**config.mk**
```make
export PLATFORM = sky130hd
export DESIGN_NAME = fft_stage_sequencer
export DESIGN_NICKNAME = d
export VERILOG_FILES = /design/src/rtl/fft_stage_sequencer.sv
export SDC_FILE = /design/constraint.sdc
export NUM_CORES = 1
export LEC_CHECK = 0
export ABC_AREA = 1
export CAP_MARGIN = 20
export CORE_AREA = 2 2 78 80
export DETAILED_ROUTE_END_ITERATION = 12
export DIE_AREA = 0 0 80 82
export SETUP_SLACK_MARGIN = 0.15
export SLEW_MARGIN = 10
export SYNTH_ARGS = -nofsm -noshare
export SYNTH_HDL_FRONTEND = slang
export SYNTH_SLANG_ARGS = --single-unit
```
**constraint.sdc**
```tcl
create_clock -name clk_100 -period 4.2 [get_ports clk_100]
set_input_delay 0.63 -clock clk_100 [delete_from_list [all_inputs] [get_ports clk_100]]
set_output_delay 0.63 -clock clk_100 [all_outputs]
set_load 0.02 [all_outputs]
```
**src/rtl/fft_stage_sequencer.sv**
```systemverilog
// Schedules an in-place radix-2 DIT FFT: optional bit-reversed load, one butterfly per cycle per stage,
// and write-back addresses delayed by BF_LATENCY. Define FFT_BITREV_LOAD_EN to add the LOAD phase.
module fft_stage_sequencer #(
    parameter int N_LOG2     = 5,
    parameter int BF_LATENCY = 3
) (
    input  logic              clk_100,
    input  logic              reset_n,
    input  logic              start,
    input  logic              in_valid,
    output logic              busy,
    output logic              done,
    output logic              load_we,
    output logic [N_LOG2-1:0] load_addr,
    output logic              rd_en,
    output logic [N_LOG2-1:0] rd_addr_a,
    output logic [N_LOG2-1:0] rd_addr_b,
    output logic [N_LOG2-2:0] tw_addr,
    output logic              wr_en,
    output logic [N_LOG2-1:0] wr_addr_a,
    output logic [N_LOG2-1:0] wr_addr_b,
    output logic [2:0]        stage
);
    localparam int N  = 1 << N_LOG2;
    localparam int KW = N_LOG2 - 1;
    localparam int TW = N_LOG2 - 1;
    localparam logic [KW-1:0] K_LAST     = KW'((N / 2) - 1);
    localparam logic [2:0]    LAST_STAGE = 3'(N_LOG2 - 1);

    localparam logic [2:0] S_IDLE  = 3'd0;
    localparam logic [2:0] S_RUN   = 3'd2;
    localparam logic [2:0] S_DRAIN = 3'd3;
    localparam logic [2:0] S_FIN   = 3'd4;
`ifdef FFT_BITREV_LOAD_EN
    localparam logic [2:0] S_LOAD  = 3'd1;
    localparam logic [2:0] S_FIRST = S_LOAD;
`else
    localparam logic [2:0] S_FIRST = S_RUN;
`endif

    logic [2:0]        state;
    logic [KW-1:0]     k;
    logic              pending;
    logic [N_LOG2-1:0] span;
    logic [N_LOG2-1:0] kk;
    logic [N_LOG2-1:0] pos;
    logic [N_LOG2-1:0] grp;
    logic [N_LOG2-1:0] addr_a;
    logic [TW-1:0]     tw_idx;

    logic              sr_vld [BF_LATENCY];
    logic [N_LOG2-1:0] sr_a   [BF_LATENCY];
    logic [N_LOG2-1:0] sr_b   [BF_LATENCY];

`ifdef FFT_BITREV_LOAD_EN
    logic [N_LOG2-1:0] load_cnt;
    logic [N_LOG2-1:0] load_cnt_rev;
    logic              load_take;
    logic              load_last;

    assign load_take = (state == S_LOAD) && in_valid;
    assign load_last = load_take && (load_cnt == N_LOG2'(N - 1));

    always_comb begin
        load_cnt_rev = '0;
        for (int i = 0; i < N_LOG2; i++) begin
            load_cnt_rev[i] = load_cnt[N_LOG2-1-i];
        end
    end

    always_ff @(posedge clk_100 or negedge reset_n) begin
        if (!reset_n) begin
            load_cnt  <= '0;
            load_we   <= 1'b0;
            load_addr <= '0;
        end else begin
            load_we   <= load_take;
            load_addr <= load_take ? load_cnt_rev : '0;
            if (state != S_LOAD) begin
                load_cnt <= '0;
            end else if (in_valid) begin
                load_cnt <= load_cnt + N_LOG2'(1);
            end
        end
    end
`else
    logic unused_in_valid;
    assign unused_in_valid = in_valid;
    assign load_we         = 1'b0;
    assign load_addr       = '0;
`endif

    always_ff @(posedge clk_100 or negedge reset_n) begin
        if (!reset_n) begin
            state <= S_IDLE;
            stage <= '0;
            k     <= '0;
        end else begin
            case (state)
                S_IDLE: begin
                    stage <= '0;
                    k     <= '0;
                    if (start) begin
                        state <= S_FIRST;
                    end
                end
`ifdef FFT_BITREV_LOAD_EN
                S_LOAD: begin
                    if (load_last) begin
                        state <= S_RUN;
                    end
                end
`endif
                S_RUN: begin
                    if (k == K_LAST) begin
                        k     <= '0;
                        state <= S_DRAIN;
                    end else begin
                        k <= k + KW'(1);
                    end
                end
                // Leave only once the last write of this stage is on the outputs.
                S_DRAIN: begin
                    if (!pending) begin
                        if (stage == LAST_STAGE) begin
                            state <= S_FIN;
                        end else begin
                            stage <= stage + 3'd1;
                            k     <= '0;
                            state <= S_RUN;
                        end
                    end
                end
                S_FIN: begin
                    stage <= '0;
                    state <= S_IDLE;
                end
                default: state <= S_IDLE;
            endcase
        end
    end

    assign busy  = (state != S_IDLE);
    assign done  = (state == S_FIN);
    assign rd_en = (state == S_RUN);

    always_comb begin
        span   = N_LOG2'(1) << stage;
        kk     = N_LOG2'(k);
        pos    = kk & (span - N_LOG2'(1));
        grp    = kk >> stage;
        addr_a = (grp << (stage + 3'd1)) | pos;
        tw_idx = TW'(pos << (LAST_STAGE - stage));
    end

    assign rd_addr_a = rd_en ? addr_a : '0;
    assign rd_addr_b = rd_en ? (addr_a + span) : '0;
    assign tw_addr   = rd_en ? tw_idx : '0;

    always_comb begin
        pending = 1'b0;
        for (int i = 0; i < BF_LATENCY - 1; i++) begin
            pending = pending | sr_vld[i];
        end
    end

    // Addresses enter as zero when no read is issued, so the write side holds 0 between strobes.
    always_ff @(posedge clk_100 or negedge reset_n) begin
        if (!reset_n) begin
            for (int i = 0; i < BF_LATENCY; i++) begin
                sr_vld[i] <= 1'b0;
                sr_a[i]   <= '0;
                sr_b[i]   <= '0;
            end
        end else begin
            sr_vld[0] <= rd_en;
            sr_a[0]   <= rd_addr_a;
            sr_b[0]   <= rd_addr_b;
            for (int i = 1; i < BF_LATENCY; i++) begin
                sr_vld[i] <= sr_vld[i-1];
                sr_a[i]   <= sr_a[i-1];
                sr_b[i]   <= sr_b[i-1];
            end
        end
    end

    assign wr_en     = sr_vld[BF_LATENCY-1];
    assign wr_addr_a = sr_a[BF_LATENCY-1];
    assign wr_addr_b = sr_b[BF_LATENCY-1];

endmodule
```
==> run summary, run 1 <==
Hold is met by 0.3525 ns. The die is 82 um tall. After detailed placement, the total cell area comes to 2439 um2.

Detailed-router iteration count before antenna repair: 4. The maximum number of pins on one net before global-route repair was 44; the required time at the worst-slack endpoint was 3.57 ns. For this run, the top clock speed supported by timing is 260.0 MHz.

After synthesis, the mean cell area works out to 9.351 um2. At the end of routability-driven placement, the weighted congestion stood at 0.8587. The count of routing violations after the opening detailed-route iteration is 48. The finished layout holds 332 standard cells, fillers aside. The clock buffer count from CTS was 5; the area growth from synthesis to final layout was 21.08%.

In this run the power spent charging and discharging nets is 156.6 uW. Synthesis handed over a netlist of 226 instances. Per report_power, the clock group accounts for 42.9% of the total.

Type of the most critical hold path: flop to flop. For this run the aggregate overflow at the end of global routing stands at 0. The leakage power is 1.266 nW, and the slew at the pin with the worst max-slew slack is 0.9199 ns. The cell area after technology mapping was 2113 um2. TritonCTS built the clock tree. The number of setup buffers added after CTS is 0. The smallest clock period supported by the final layout is computed as 3.847 ns. Setup repair after global routing could not meet its margin everywhere. The clock transition at the registers of the reported paths was 0.09 ns; the share of synthesized flip-flops with an asynchronous set or reset was 100.0%.

The number of pins with negative max-slew slack in the final report is 0, and the share of post-route cells with drive strength above 1 is 11.28%. The detail route stage leaves a number of antenna-violating nets equal to 0. The logic gate share of total power came out at 1.8%. The commonest cells after synthesis are sky130_fd_sc_hd__dfrtp_1 (43), sky130_fd_sc_hd__nand2_1 (35), sky130_fd_sc_hd__inv_1 (24), sky130_fd_sc_hd__nor2_1 (23), sky130_fd_sc_hd__buf_4 (16). Share of power burned in registers: 55.3%. Capturing point of the worst reg2reg path: sr_b[14]. For the number of global-route vias before repair, the log shows 1503.

After detailed routing, the average wire length per cell comes to 11.62 um. The most used flip-flop cell after synthesis is sky130_fd_sc_hd__dfrtp_1. The antenna diode count is 0, and the total length of routed wires is 3858 um.

In this run the tightest slew margin relative to its limit is 38.67%. The run finished with clean final reports. The logs give 0.01093 ns for the largest clock skew in the final design and 0.30 ns for the later-pin clock latency in the skew report.

In this run the worst setup path terminates at rd_addr_b[4]. Setup total negative slack on the finished layout was measured at 0 ns. In this run, synthesis produced a sequential element count of 43.

The final core utilization came out at 44.53%. The reg-to-reg startpoint was stage[0]. In this run the worst path has a maximum fanout of 4.

Dividing total power by cell area gives a power density of 292.5 nW/um2. The logs give 31 for the number of unique standard cell types used by synthesis and 13.64% for the overall routing resource usage. For the cell count after placement, the log shows 324. Net switching is 20.92% of the power.

Measured along the x axis, the die boundary spans 80 um. The global-route wire length before repair is 6789 um. Number of endpoints with negative hold slack in the final report: 0. The launching instance or port of the critical path was stage[0]. The tool flagged a number of max-cap violations equal to 0. The most frequent cell after synthesis was sky130_fd_sc_hd__dfrtp_1. The core region is 5746 um2. The final worst-path cycle share was 91.58%. The number of antenna violations at the first check in global routing was 0; the number of I/O port buffers was 33. At the worst endpoint, the arrival time is 3.22 ns. Layer carrying the most global-route usage: met2. In this run the deepest clock path goes through 2 buffers.

The clock tree synthesis step divided the H-tree into 2 levels. In the routed layout, each cell is associated on average with a via count of 4.476. The fraction of synthesized cell area taken by the top area cell type is 50.92%. The count of flip-flops with a built-in enable after synthesis was 0; the final setup violation count was 0.

The most area-hungry cell type in the Yosys netlist is sky130_fd_sc_hd__dfrtp_1. The worst setup path is launched from a flop. Detailed routing inserted a total of 1486 vias. In this run the count of I/O pins placed on the die edge is 41.

Global routing consumed, on the met2 layer, 22.00% of the routing resources. The number of warning messages in the yosys log is 0. For the placed wire-length estimate after detailed placement, the log shows 2950 um. The root cell of the clock tree was sky130_fd_sc_hd__clkbuf_8. Of the synthesized area, sequential elements account for 50.92%.

Setup slack on the worst reg-to-reg path comes out at 1.39 ns. By area the synthesized netlist is led by sky130_fd_sc_hd__dfrtp_1 (51%), sky130_fd_sc_hd__ha_1 (7.7%), sky130_fd_sc_hd__nand2_1 (6.2%). The setup path with the least slack is of type flop to output pin. Global routing used 4.286% of the available met3 tracks. The worst reg2reg path depth was 16; the met1 track demand over resource in global routing was 17.25%.

After floorplanning, the core was divided into 28 placement rows. The run gives 43 as the number of sinks handled by clock tree synthesis. After detailed routing, the number of remaining DRC violations is 0. For the overall die area, the log shows 6560 um2. STA classifies the critical path endpoint as an output pin.

In the final design database the tool counted 274 nets. The total internal power was 591.8 uW. Final instance area: 2559 um2.

The effective utilization at floorplan is 36.78%, and the worst supply voltage drop on vdd is 0.0001421 V.
state kept, by name, summed over array words and instances (netlist names):
signal	count
k	4
sr_a	10
sr_b	10
sr_vld	2
stage	3
state	3
wr_addr_a	5
wr_addr_b	5
wr_en	1
stage by stage:
step                      worst slack (ns)  power (mW)
after CTS                           0.1646      0.7607
after floorplan                     0.4879      0.4309
after detailed placement            0.2035      0.4362
after global routing                0.1099      0.7830
after global placement              0.2494      0.4361
final                               0.3535      0.7483
cells in the final DEF, fill, tap and decap left out, drive strengths merged, types with 3 or more instances in the layout:
master	instances
dfrtp	43
nand2	37
clkdlybuf4s50	30
nor2	27
inv	26
nand3	16
ha	13
a21oi	11
o21ai	10
buf	7
conb	6
clkbuf	6
o22ai	4
a31oi	3
nand4	3
cell families after synthesis:
group,Yosys count,synth area share [%]
compound gates,32,8.644
xor+xnor,3,1.244
fa+ha+maj,14,8.644
buf+inv,47,12.08
flops,43,50.92
other cells,1,0.1774
simple gates,86,18.29
power groups by stage:
stage / Combinational (mW) / Clock [mW] / Sequential (mW)
after floorplan: 0.00893 / 0 / 0.422
after global placement: 0.0143 / 0 / 0.422
after detailed placement: 0.0143 / 0 / 0.422
after CTS: 0.0143 / 0.333 / 0.414
after global routing: 0.0161 / 0.353 / 0.414
final: 0.0135 / 0.321 / 0.414
per-layer routing:
metal,share of wire [%],up-vias,routed length [um]
met5,0,-,0
met4,1.8,0,70
met3,4.7,7,183
met2,47,42,1815
met1,46,674,1789
li1,-,763,-
how the worst min path moves through the flow:
stage | cells past startpoint | start | end | slack [ns]
floorplan | 0 | reset_n | k[0] | 0.33
global placement | 0 | sr_b[5] | wr_addr_b[0] | 0.33
detailed placement | 0 | sr_a[10] | sr_a[5] | 0.33
CTS | 0 | sr_a[10] | sr_a[5] | 0.35
global route | 0 | sr_a[7] | wr_addr_a[2] | 0.36
finish | 0 | sr_b[8] | wr_addr_b[3] | 0.35
worst max-delay path: stages, from the launching register on:
cell and delay, ns:
sky130_fd_sc_hd__dfrtp_1 0.38, sky130_fd_sc_hd__inv_1 0.07, sky130_fd_sc_hd__ha_1 0.19, sky130_fd_sc_hd__ha_1 0.20, sky130_fd_sc_hd__inv_1 0.06, sky130_fd_sc_hd__ha_1 0.19
sky130_fd_sc_hd__o21bai_1 0.15, sky130_fd_sc_hd__nand3_1 0.13, sky130_fd_sc_hd__nand2_1 0.07, sky130_fd_sc_hd__nor2_1 0.16, sky130_fd_sc_hd__inv_1 0.06, sky130_fd_sc_hd__ha_1 0.33
sky130_fd_sc_hd__nand3_1 0.09, sky130_fd_sc_hd__nand2_1 0.11, sky130_fd_sc_hd__xor2_2 0.19, sky130_fd_sc_hd__nand4_1 0.12, sky130_fd_sc_hd__a21oi_1 0.20, sky130_fd_sc_hd__clkbuf_2 0.20
final cells by class:
class / instances / area, um2
sequential: 43 / 1076
tap: 75 / 93.84
fill: 594 / 3187
clock inverter: 3 / 43.79
inverter: 26 / 97.59
multi-input combinational: 141 / 810.8
timing repair buffer: 39 / 367.9
clock buffer: 5 / 68.82
what timing repair did:
action / 4_1_cts / 5_1_grt
setup endpoints to repair: 1 / 2
hold buffers: 0 / 0
pin swaps: 0 / 0
resized for setup: 2 / 4
No activity file was read; power rests on OpenSTA's default activity.
==> run 2: changes to the inputs <==
--- a/config.mk
+++ b/config.mk
@@ -10,6 +10,7 @@
 export CORE_AREA = 2 2 78 80
 export DETAILED_ROUTE_END_ITERATION = 12
 export DIE_AREA = 0 0 80 82
+export PLACE_DENSITY_LB_ADDON = 0.3
 export SETUP_SLACK_MARGIN = 0.15
 export SLEW_MARGIN = 10
 export SYNTH_ARGS = -nofsm -noshare
==> run 2 against run 1 <==
First-iteration DRC count rose by 54%. Highest routed layer unchanged. Clock skew fell by 0.0066 ns. Count of clock-buffer cells in the layout did not move. Hold slack got worse by 0.00058 ns.
==> run summary, run 2 (synthesized netlist as in run 1, its figures left out) <==
The flow ran to the end, and the final reports show no timing, DRC or antenna violations. In this run the worst setup path begins at stage[1]. The relative max-transition margin is 40.20% (+1.5 points), and the maximum number of pins on one net before global-route repair is 44 (unchanged). Number of sinks handled by clock tree synthesis: 43 (unchanged). The tools report the worst supply voltage drop on vdd as 0.0001500 V (+5.5%). The final period demand of the worst path came out at 3.841 ns (-0.005805 ns). The kind of end point of the critical path is an output pin.

The later-pin clock latency in the skew report came out at 0.29 ns (about the same). For the share of power burned in the clock network, the log shows 38.2% (-4.7 points). For the number of pins with negative max-slew slack in the final report, the log shows 0 (unchanged).

The run gives 41 (unchanged) as the top-level port count. The residual antenna-violating net count after detailed routing came out at 0 (unchanged). The overall die area was 6560 um2 (unchanged); the data arrival at the endpoint of the critical path was 3.21 ns (about the same).

The number of endpoints with negative hold slack in the final report was 0 (unchanged). The setup path with the least slack is of type flop to output pin. The width of the die is 80 um (unchanged). The type of the most critical hold path is flop to flop. The logs give 3.57 ns (about the same) for the required time at the worst-slack endpoint and 588 (-1.0%) for the number of fillers in the final layout. In the final layout, the registers with the most flip-flops are sr_a (10), sr_b (10). For the worst setup timing slack at the placement stage, the log shows 0.1551 ns (-0.04842 ns).

The launch instance of the worst min-delay path was sr_b[7]. For the register-to-register setup slack, the log shows 1.36 ns (-0.03 ns). The endpoint with the worst hold slack was wr_addr_b[2]. The overall routing resource usage is 12.94% (-0.71 points). For the placed wire-length estimate after detailed placement, the log shows 2977 um (+0.92%). The leakage power is 1.258 nW (-0.67%), and the net switching fraction of the power is 22.80% (+1.9 points). The run gives 2 (unchanged) as the number of buffers on the longest clock path. The final estimated routing congestion in global placement was 0.8977 (+4.5%).

The count of routing violations after the opening detailed-route iteration was 74 (+54%). The worst register-to-register path ends at sr_b[14]. The run gives 691.1 uW (-7.6%) as the total power after layout. The global-route wire length before repair is 6548 um (-3.5%), and the worst reg2reg path depth is 16 (unchanged). The tools report the share of power burned in registers as 59.8% (+4.5 points).

Power density over cell area: 272.9 nW/um2 (-6.7%). Final net count: 272 (-0.73%). Remaining global-route overflow: 0 (unchanged). The worst setup path is launched from a flop. The antenna diode count came out at 0 (unchanged). The number of hold buffers added after cts was 0 (unchanged); the area growth from synthesis to final layout was 19.83%. Largest clock skew in the final design: 0.004381 ns (-0.006554 ns). The run gives 1.9% (about the same) as the logic gate share of total power. The average vias per placed instance is 4.664 (+4.2%). Commonest non-fill, non-tap cell in the layout: sky130_fd_sc_hd__dfrtp_1.

Setup repair after global routing left no endpoint under its margin. The tools report the reg-to-reg startpoint as stage[1]. The share of post-route cells with drive strength above 1 was 11.76% (+0.48 points). The hold slack was 0.3519 ns (-0.0005830 ns). The clock transition at the registers of the reported paths came out at 0.09 ns (about the same). In this run the clock root is driven by a sky130_fd_sc_hd__clkbuf_8. The tools report the detailed-router iteration count before antenna repair as 4 (unchanged).

The tools report the number of global-route vias before repair as 1476 (-1.8%). The run gives 0 (unchanged) as the number of antenna violations at the first check in global routing. The total core area was 5746 um2 (unchanged). The run gives 533.5 uW (-9.8%) as the total internal power.

The final instance area was 2532 um2 (-1.0%); the number of instances on the worst hold path was 0 (unchanged). The CTS H-tree depth is 2 (unchanged), and the total length of routed wires is 3917 um (+1.5%). The largest fanout on the critical path is 5 (+1), and the switching power of the nets is 157.6 uW (+0.65%). The logs give 1539 (+3.6%) for the count of vias placed by the detailed router and 0.3593 ns (+0.005805 ns) for the final worst slack. The top cell types in the final layout, fill and taps aside, are sky130_fd_sc_hd__dfrtp_1 (42), sky130_fd_sc_hd__nand2_1 (35), sky130_fd_sc_hd__clkdlybuf4s50_1 (29). Final worst-path cycle share: 91.45% (-0.14 points).

TritonCTS built the clock tree. Highest clock frequency the design can meet: 260.4 MHz (+0.15%). The tools report the max-capacitance violation count as 0 (unchanged). The tools report the effective utilization at floorplan as 36.78% (unchanged). The final setup violation count came out at 0 (unchanged).

The run gives 5 (unchanged) as the clock buffer count from CTS. The run gives 0 (unchanged) as the number of remaining DRC errors. Number of I/O port buffers: 33 (unchanged). The slew at the pin with the worst max-slew slack was 0.8970 ns (-0.02287 ns); the sum of negative setup slack was 0 ns (unchanged). The standard cell area after detailed placement is 2424 um2 (-0.62%), and the number of placement rows is 28 (unchanged). The overall die height is 82 um (unchanged), and the wire length per cell after detailed routing is 11.87 um (+2.1%).
==> run 2: changes by cell type in the layout (fill, tap and decap cells not counted), sizes merged <==
cell / previous run / this run
clkinv: 2 / 0
inv: 26 / 27
clkinvlp: 0 / 2
clkdlybuf4s50: 30 / 29
clkbuf: 6 / 5
buf: 7 / 6
bufinv: 1 / 0
dlygate4sd2: 0 / 1
==> run 2: area by class of cell <==
cell class	count	area, um2	area share (%)
Clock buffer	5	68.82	2.717
Multi-Input combinational cell	141	817.0	32.26
Tap cell	75	93.84	3.706
Inverter	26	97.59	3.854
Sequential cell	43	1077	42.54
Clock inverter	3	23.77	0.9387
Timing Repair Buffer	37	354.1	13.98
==> run 2: worst max-delay path by stage <==
stage / end / slack [ns] / cells past startpoint
after floorplan: rd_addr_b[4] / 0.49 / 14
after global placement: rd_addr_b[4] / 0.22 / 17
after detailed placement: rd_addr_b[4] / 0.16 / 17
after CTS: rd_addr_b[4] / 0.12 / 17
after global routing: rd_addr_b[4] / 0.11 / 17
final: rd_addr_b[4] / 0.36 / 17
==> run 2: timing repair <==
action / in CTS / in global routing
endpoints found under the hold margin: 0 / 0
setup buffers: 0 / 0
cloned: 0 / 0
setup endpoints to repair: 2 / 2
gates resized for setup: 3 / 9
==> run 2: power by group through the flow <==
| stage | Clock, mW | Sequential [mW] | Combinational [mW] |
|---|---|---|---|
| final | 0.264 | 0.414 | 0.0134 |
| after global placement | 0 | 0.422 | 0.0140 |
| after detailed placement | 0 | 0.422 | 0.0142 |
| after CTS | 0.276 | 0.414 | 0.0142 |
| after floorplan | 0 | 0.422 | 0.00893 |
| after global routing | 0.294 | 0.414 | 0.0164 |
==> run 2: layer usage <==
metal  vias up  part of all wire [%]  GRT usage [%]
met4         0                  0.41          3.390
met5         -                     0              0
met2        51                    48          22.00
met1       726                    45          16.40
li1        760                     -              -
met3         2                   6.3          3.407
==> run 2: critical path: stages, from the launching register on <==
cell and delay (ns):
sky130_fd_sc_hd__dfrtp_2 0.45, sky130_fd_sc_hd__inv_1 0.08, sky130_fd_sc_hd__ha_1 0.19, sky130_fd_sc_hd__ha_2 0.21, sky130_fd_sc_hd__inv_1 0.06, sky130_fd_sc_hd__ha_1 0.18
sky130_fd_sc_hd__o21bai_1 0.15, sky130_fd_sc_hd__nand3_1 0.13, sky130_fd_sc_hd__nand2_1 0.09, sky130_fd_sc_hd__nor2_2 0.12, sky130_fd_sc_hd__inv_1 0.05, sky130_fd_sc_hd__ha_1 0.32
sky130_fd_sc_hd__nand3_1 0.08, sky130_fd_sc_hd__nand2_1 0.12, sky130_fd_sc_hd__xor2_2 0.19, sky130_fd_sc_hd__nand4_1 0.14, sky130_fd_sc_hd__a21oi_2 0.18, sky130_fd_sc_hd__buf_4 0.16
==> run 2: metrics by stage <==
stage / std cells / utilization [%]
2_1_floorplan: 231 / -
3_3_place_gp: 322 / 42.18
3_5_place_dp: 322 / 42.18
4_1_cts: 330 / 43.77
5_1_grt: 330 / 44.08
6_report: 330 / 44.08
